### config.mk
export PLATFORM = sky130hd
export DESIGN_NAME = strip_frame_sequencer
export DESIGN_NICKNAME = d
export VERILOG_FILES = /design/src/rtl/strip_frame_sequencer_pkg.sv /design/src/rtl/strip_frame_sequencer_refresh_prescaler.sv /design/src/rtl/strip_frame_sequencer.sv
export SDC_FILE = /design/constraint.sdc
export NUM_CORES = 1
export LEC_CHECK = 0
export ABC_AREA = 1
export CAP_MARGIN = 20
export CORE_UTILIZATION = 54
export CTS_BUF_LIST = sky130_fd_sc_hd__clkbuf_4 sky130_fd_sc_hd__clkbuf_8
export DETAILED_ROUTE_END_ITERATION = 8
export GPL_TIMING_DRIVEN = 0
export HOLD_SLACK_MARGIN = 0.1
export PLACE_DENSITY = 0.88
export SLEW_MARGIN = 25
export SYNTH_ARGS = -nofsm -noshare
export SYNTH_HDL_FRONTEND = slang
export SYNTH_SLANG_ARGS = --single-unit
### constraint.sdc
create_clock -name clk20 -period 3.9 [get_ports clk20]
set_clock_uncertainty 0.2 [all_clocks]
set_input_delay 0.975 -clock clk20 [delete_from_list [all_inputs] [get_ports clk20]]
set_output_delay 0.975 -clock clk20 [all_outputs]
set_load 0.005 [all_outputs]
### src/rtl/strip_frame_sequencer_pkg.sv
// Shared types and default geometry for the WS2812B character-matrix strip sequencer.
package strip_pkg;

  localparam int DEF_NUM_CHARS = 4;
  localparam int DEF_CHAR_LEDS = 35;
  localparam int DEF_PIX_W     = 24;
  localparam int CHAN_W        = 8;

  typedef enum logic [1:0] {
    IDLE,
    LOAD,
    WAIT_READY,
    WAIT_STARTED
  } state_t;

  // GRB wire order used by the WS2812B
  typedef struct packed {
    logic [CHAN_W-1:0] g;
    logic [CHAN_W-1:0] r;
    logic [CHAN_W-1:0] b;
  } pixel_t;

endpackage

### src/rtl/strip_frame_sequencer_refresh_prescaler.sv
// Free-running refresh divider with a single-level pending flag for ticks that land mid-frame.
module refresh_prescaler #(
  parameter int REFRESH_DIV_LOG2 = 17
) (
  input  logic clk20,
  input  logic reset,
  input  logic frame_en,
  input  logic busy,
  input  logic clear_pending,
  output logic start_req
);

  logic [REFRESH_DIV_LOG2-1:0] cnt;
  logic                        tick;
  logic                        pending;

  assign tick = frame_en & (&cnt);

  always_ff @(posedge clk20 or posedge reset) begin
    if (reset) begin
      cnt <= '0;
    end else begin
      cnt <= cnt + 1'b1;
    end
  end

  // Only one frame can be owed; extra ticks while busy collapse into it.
  always_ff @(posedge clk20 or posedge reset) begin
    if (reset) begin
      pending <= 1'b0;
    end else if (clear_pending) begin
      pending <= 1'b0;
    end else if (tick && busy) begin
      pending <= 1'b1;
    end
  end

  assign start_req = frame_en & (tick | pending);

endmodule

### src/rtl/strip_frame_sequencer.sv
// Frame scheduler: walks every LED of the character matrix and streams pixels to ws2812b.
// Optional STRIP_DIM_EN adds dim_shift, a per-frame right shift applied to each lit channel.
module strip_frame_sequencer
  import strip_pkg::*;
#(
  parameter int NUM_CHARS        = DEF_NUM_CHARS,
  parameter int CHAR_LEDS        = DEF_CHAR_LEDS,
  parameter int PIX_W            = DEF_PIX_W,
  parameter int REFRESH_DIV_LOG2 = 17
) (
  input  logic                         clk20,
  input  logic                         reset,
  input  logic                         frame_en,
  output logic [$clog2(NUM_CHARS)-1:0] char_slot,
  input  logic [CHAR_LEDS-1:0]         char_bits,
  input  logic [PIX_W-1:0]             char_color,
  output logic [PIX_W-1:0]             pix_data,
  output logic                         pix_valid,
  output logic                         pix_latch,
  input  logic                         pix_ready,
`ifdef STRIP_DIM_EN
  input  logic [2:0]                   dim_shift,
`endif
  output logic                         frame_busy,
  output logic                         frame_done
);

  localparam int TOTAL  = NUM_CHARS * CHAR_LEDS;
  localparam int LED_W  = $clog2(TOTAL + 1);
  localparam int BIT_W  = $clog2(CHAR_LEDS);
  localparam int SLOT_W = $clog2(NUM_CHARS);

  localparam logic [LED_W-1:0]  LED_LAST  = LED_W'(TOTAL - 1);
  localparam logic [LED_W-1:0]  LED_TOTAL = LED_W'(TOTAL);
  localparam logic [BIT_W-1:0]  BIT_LAST  = BIT_W'(CHAR_LEDS - 1);
  localparam logic [SLOT_W-1:0] SLOT_LAST = SLOT_W'(NUM_CHARS - 1);

  state_t           state;
  state_t           state_nxt;
  logic [LED_W-1:0] led_idx;
  logic [BIT_W-1:0] bit_idx;
  logic             start_req;
  logic             busy;
  logic             clear_pending;
  logic             load_en;
  logic             adv_en;
  logic             rel_en;
  logic             done_en;
  pixel_t           color_px;
  pixel_t           lit_px;

  refresh_prescaler #(
    .REFRESH_DIV_LOG2(REFRESH_DIV_LOG2)
  ) u_prescaler (
    .clk20        (clk20),
    .reset        (reset),
    .frame_en     (frame_en),
    .busy         (busy),
    .clear_pending(clear_pending),
    .start_req    (start_req)
  );

  assign color_px = pixel_t'(char_color);

`ifdef STRIP_DIM_EN
  logic [2:0] dim_q;

  function automatic pixel_t dim_pixel(input pixel_t px, input logic [2:0] sh);
    pixel_t res;
    res.g = px.g >> sh;
    res.r = px.r >> sh;
    res.b = px.b >> sh;
    return res;
  endfunction

  // Brightness is frozen for the whole frame so one refresh never mixes levels.
  always_ff @(posedge clk20 or posedge reset) begin
    if (reset) begin
      dim_q <= '0;
    end else if (clear_pending) begin
      dim_q <= dim_shift;
    end
  end

  assign lit_px = dim_pixel(color_px, dim_q);
`else
  assign lit_px = color_px;
`endif

  always_ff @(posedge clk20 or posedge reset) begin
    if (reset) begin
      state <= IDLE;
    end else begin
      state <= state_nxt;
    end
  end

  always_comb begin
    state_nxt = state;
    case (state)
      IDLE:         if (start_req) state_nxt = LOAD;
      LOAD:         state_nxt = WAIT_READY;
      WAIT_READY:   if (pix_ready) state_nxt = WAIT_STARTED;
      WAIT_STARTED: if (!pix_ready) state_nxt = (led_idx < LED_TOTAL) ? LOAD : IDLE;
      default:      state_nxt = IDLE;
    endcase
  end

  // Datapath strobes decoded from the current state and the handshake.
  always_comb begin
    busy          = (state != IDLE);
    clear_pending = 1'b0;
    load_en       = 1'b0;
    adv_en        = 1'b0;
    rel_en        = 1'b0;
    done_en       = 1'b0;
    case (state)
      IDLE:         clear_pending = start_req;
      LOAD:         load_en = 1'b1;
      WAIT_READY:   adv_en = pix_ready;
      WAIT_STARTED: begin
        rel_en  = !pix_ready;
        done_en = !pix_ready && (led_idx >= LED_TOTAL);
      end
      default:      ;
    endcase
  end

  assign frame_busy = busy;

  // char_slot moves on the WAIT_READY exit, leaving WAIT_STARTED as a full ROM settle cycle.
  always_ff @(posedge clk20 or posedge reset) begin
    if (reset) begin
      led_idx    <= '0;
      bit_idx    <= '0;
      char_slot  <= '0;
      pix_data   <= '0;
      pix_valid  <= 1'b0;
      pix_latch  <= 1'b0;
      frame_done <= 1'b0;
    end else begin
      frame_done <= done_en;
      if (!busy) begin
        led_idx   <= '0;
        bit_idx   <= '0;
        char_slot <= '0;
        pix_latch <= 1'b0;
      end
      if (load_en) begin
        pix_data  <= char_bits[bit_idx] ? lit_px : '0;
        pix_latch <= (led_idx == LED_LAST);
      end
      if (adv_en) begin
        pix_valid <= 1'b1;
        led_idx   <= led_idx + 1'b1;
        if (bit_idx == BIT_LAST) begin
          bit_idx <= '0;
          if (char_slot != SLOT_LAST) begin
            char_slot <= char_slot + 1'b1;
          end
        end else begin
          bit_idx <= bit_idx + 1'b1;
        end
      end
      if (rel_en) begin
        pix_valid <= 1'b0;
      end
    end
  end

endmodule

==> qor.csv <==
stage,metric,value,unit
grt,grt total ovfl,0,
place,final RePlAce weighted congestion,0.835,
timing,Peak Freq,337,MHz
die,# rows,28,
logic_synthesis,Syn Std Cell Area,3450,µm²
clock_network,CTS buffer count,9,
clock_network,clk root buf,clkbuf_8,
critical_path,CP arrival,1.79,ns
detailed_routing,vias,3158,
timing,final period utilization,76.1,%
final_layout,ant diodes,0,
final_layout,fin cells,632,
critical_path,critical-path cell list,inv_1 > ha_1 > inv_1 > clkdlybuf4s50_1,
timing,crit path time final,2.97,ns
place,PortBufs,92,
die,Core Area,6030,µm²
timing,RSZ-0062 raised after global routing,false,
critical_path,r2r endpoint,state[0],
detailed_routing,routed vias/inst,5.00,
detailed_routing,post-route ant nets,0,
die,die area,6710,µm²
critical_path,worst reg2reg path startpoint,u_prescaler.cnt[0],
timing,worst-margin pin slew,0.521,ns
hold_path,type of the most critical hold path,flop to flop,
grt,first-pass GRT wire length,12.8,mm
power,Max IR drop VDD,372,µV
grt,pin count of the biggest net entering global routing,39,
power,Pwr Density,561,nW/µm²
grt,vias in the first global route,2962,
logic_synthesis,sequential cell area fraction in the yosys report,45.7,%
run_status,status,completed,
critical_path,CP Class,flop to output port,
final_layout,Final Core Density,78.3,%
critical_path,reg2reg path depth,14,
logic_synthesis,synth unique cells,33,
final_layout,Final Net Count,626,
grt,All-Layer GR Usage,25.3,%
logic_synthesis,Yosys reg bits,63,
job,maxcap violations,0,
critical_path,Max stage delay on crit path,0.53,ns
place,dpl hpwl,5.83,mm
final_layout,"most common cell after layout, fill and taps aside",nand2_1,
die,Die W,81.9,µm
clock_network,Post-CTS Setup Inserts,0,
grt,initial antenna violation count,0,
power,LEAKAGE,2.51,nW
final_layout,"Area growth, synth to finish",36.8,%
clock_network,CTS Hold Buffers Added,0,
detailed_routing,Total Wirelength,8.17,mm
final_layout,Final Instance Area,4720,µm²
critical_path,"Req. time, crit path",2.72,ns
detailed_routing,DRC errors left,0,
clock_network,CTS tree,yes,
clock_network,clk buf depth,2,
logic_synthesis,"Warnings, synthesis",0,
hold_path,Worst Hold End,u_prescaler.cnt[0],
final_layout,Fill cells,409,
logic_synthesis,main flop type after synthesis,dfrtp_1,
timing,setup TNS,0,ns
place,placed cell areas,4490,µm²
timing,relative slew slack,65.3,%
logic_synthesis,syn avg cell area,7.70,µm²
logic_synthesis,ys async rst share,100,%
critical_path,CP most frequent cell,inv_1,
hold_path,hold wc startpoint,u_prescaler.cnt[0],
timing,Hold WS,0.272,ns
clock_network,post-CTS sizing,0,
die,Vert. Die Dim,81.9,µm
critical_path,Worst Setup Start Kind,flop,
timing,final setup fails,0,
clock_network,htree depth,3,
logic_synthesis,Syn Nets,522,
timing,Max Slew Vio Count,0,
critical_path,endpoint class of the critical path,output port,
hold_path,Hold Path Stages,1,
critical_path,"Max FO, Critical Path",6,
logic_synthesis,Syn Inst Count,448,
final_layout,"commonest cells after routing, fill and taps aside","nand2_1, clkdlybuf4s50_1, inv_1",
detailed_routing,drt wl/cell,12.9,µm
clock_network,clk sinks,63,
die,initial core utilization,57.2,%
critical_path,Worst R2R Setup Slack,1.08,ns
critical_path,Crit-path slowest cell,clkdlybuf4s50_1,
timing,final hold vios,0,
logic_synthesis,"EDFF count, synth",0,
place,Placed Instances,616,
final_layout,layout cells sized above 1,7.72,%
detailed_routing,Pre-antenna DRT Iters,5,
detailed_routing,number of DRC markers in iteration 0,198,
clock_network,Worst-Skew Late Latency,0.33,ns
die,I/O pins,93,
clock_network,"CTS clk-pin slew, worst paths",0.07,ns
## power by group
part	switching (mW)	internal, mW	leakage (nW)
combinational	0.631	0.512	1.57
sequential	0.0801	0.783	0.834
clock	0.259	0.380	0.113
## sequential cells by signal, indices dropped and copies added (netlist names)
register	count
u_prescaler.pending	1
led_idx	8
frame_done	1
bit_idx	6
pix_latch	1
u_prescaler.cnt	17
char_slot	2
state	2
pix_valid	1
pix_data	24
## per-layer routing
metal  wire (µm)  track usage, %  vias up
met2        3950            42.3       90
met5           0               0        -
met3         474            5.33       14
met1        3610            31.3     1481
li1            -               -     1573
met4         135            11.8        0
## critical path: cells and delay by family (launching register included)
family                     cells  cell delay [ns]
adders and majority gates      1             0.26
DFF                            1             0.39
buffers and inverters          3             0.82
## stage by stage
step	power, mW	worst slack [ns]
6_report	2.64	0.931
5_1_grt	2.82	0.793
4_1_cts	2.66	0.908
3_5_place_dp	2.01	1.11
3_3_place_gp	1.96	0.0967
2_1_floorplan	1.55	1.16
## worst max path at each step
stage               cells past startpoint      endpoint  slack [ns]          startpoint
floorplan                               1    bit_idx[0]        1.16               reset
global placement                        2  pix_data[14]         0.1               reset
detailed placement                      7    led_idx[6]        1.11           pix_ready
CTS                                     4    frame_busy        0.91            state[0]
global route                           14      state[0]        0.79  u_prescaler.cnt[0]
finish                                  4    frame_busy        0.93            state[0]
## final cells by class
type,instances,area (µm²),area share [%]
Clock inverter,6,93.8,1.99
Clock buffer,10,138,2.92
Tap cell,75,93.8,1.99
Sequential cell,63,1580,33.4
Buffer,13,100,2.12
Multi-Input combinational cell,291,1460,31.0
Timing Repair Buffer,93,941,19.9
Inverter,81,312,6.60
## cells in the mapped netlist, types with 6 or more instances
cell type,instances,share of area (%)
clkbuf_1,6,0.65
dfrtp_1,63,46
ha_1,11,4.0
inv_1,77,8.4
nand2_1,147,16
nand2_2,11,2.0
nand3_1,36,5.2
nor2_1,20,2.2
nor3_1,6,0.87
o21ai_0,14,2.0
o22ai_1,7,1.3
xor2_1,14,3.6
## kinds of logic after synthesis
kind of cell             count (synthesis)  synth area share, %
adder cells (fa/ha/maj)                 11                 3.99
AO/OA/AOI/OAI                           32                 5.22
multiplexers                             1                0.290
XOR/XNOR                                17                 4.32
flip-flops                              63                 45.7
AND/OR/NAND/NOR                        230                 28.6
buffers and inverters                   94                 11.9
Power figures use the tool's default switching activity.
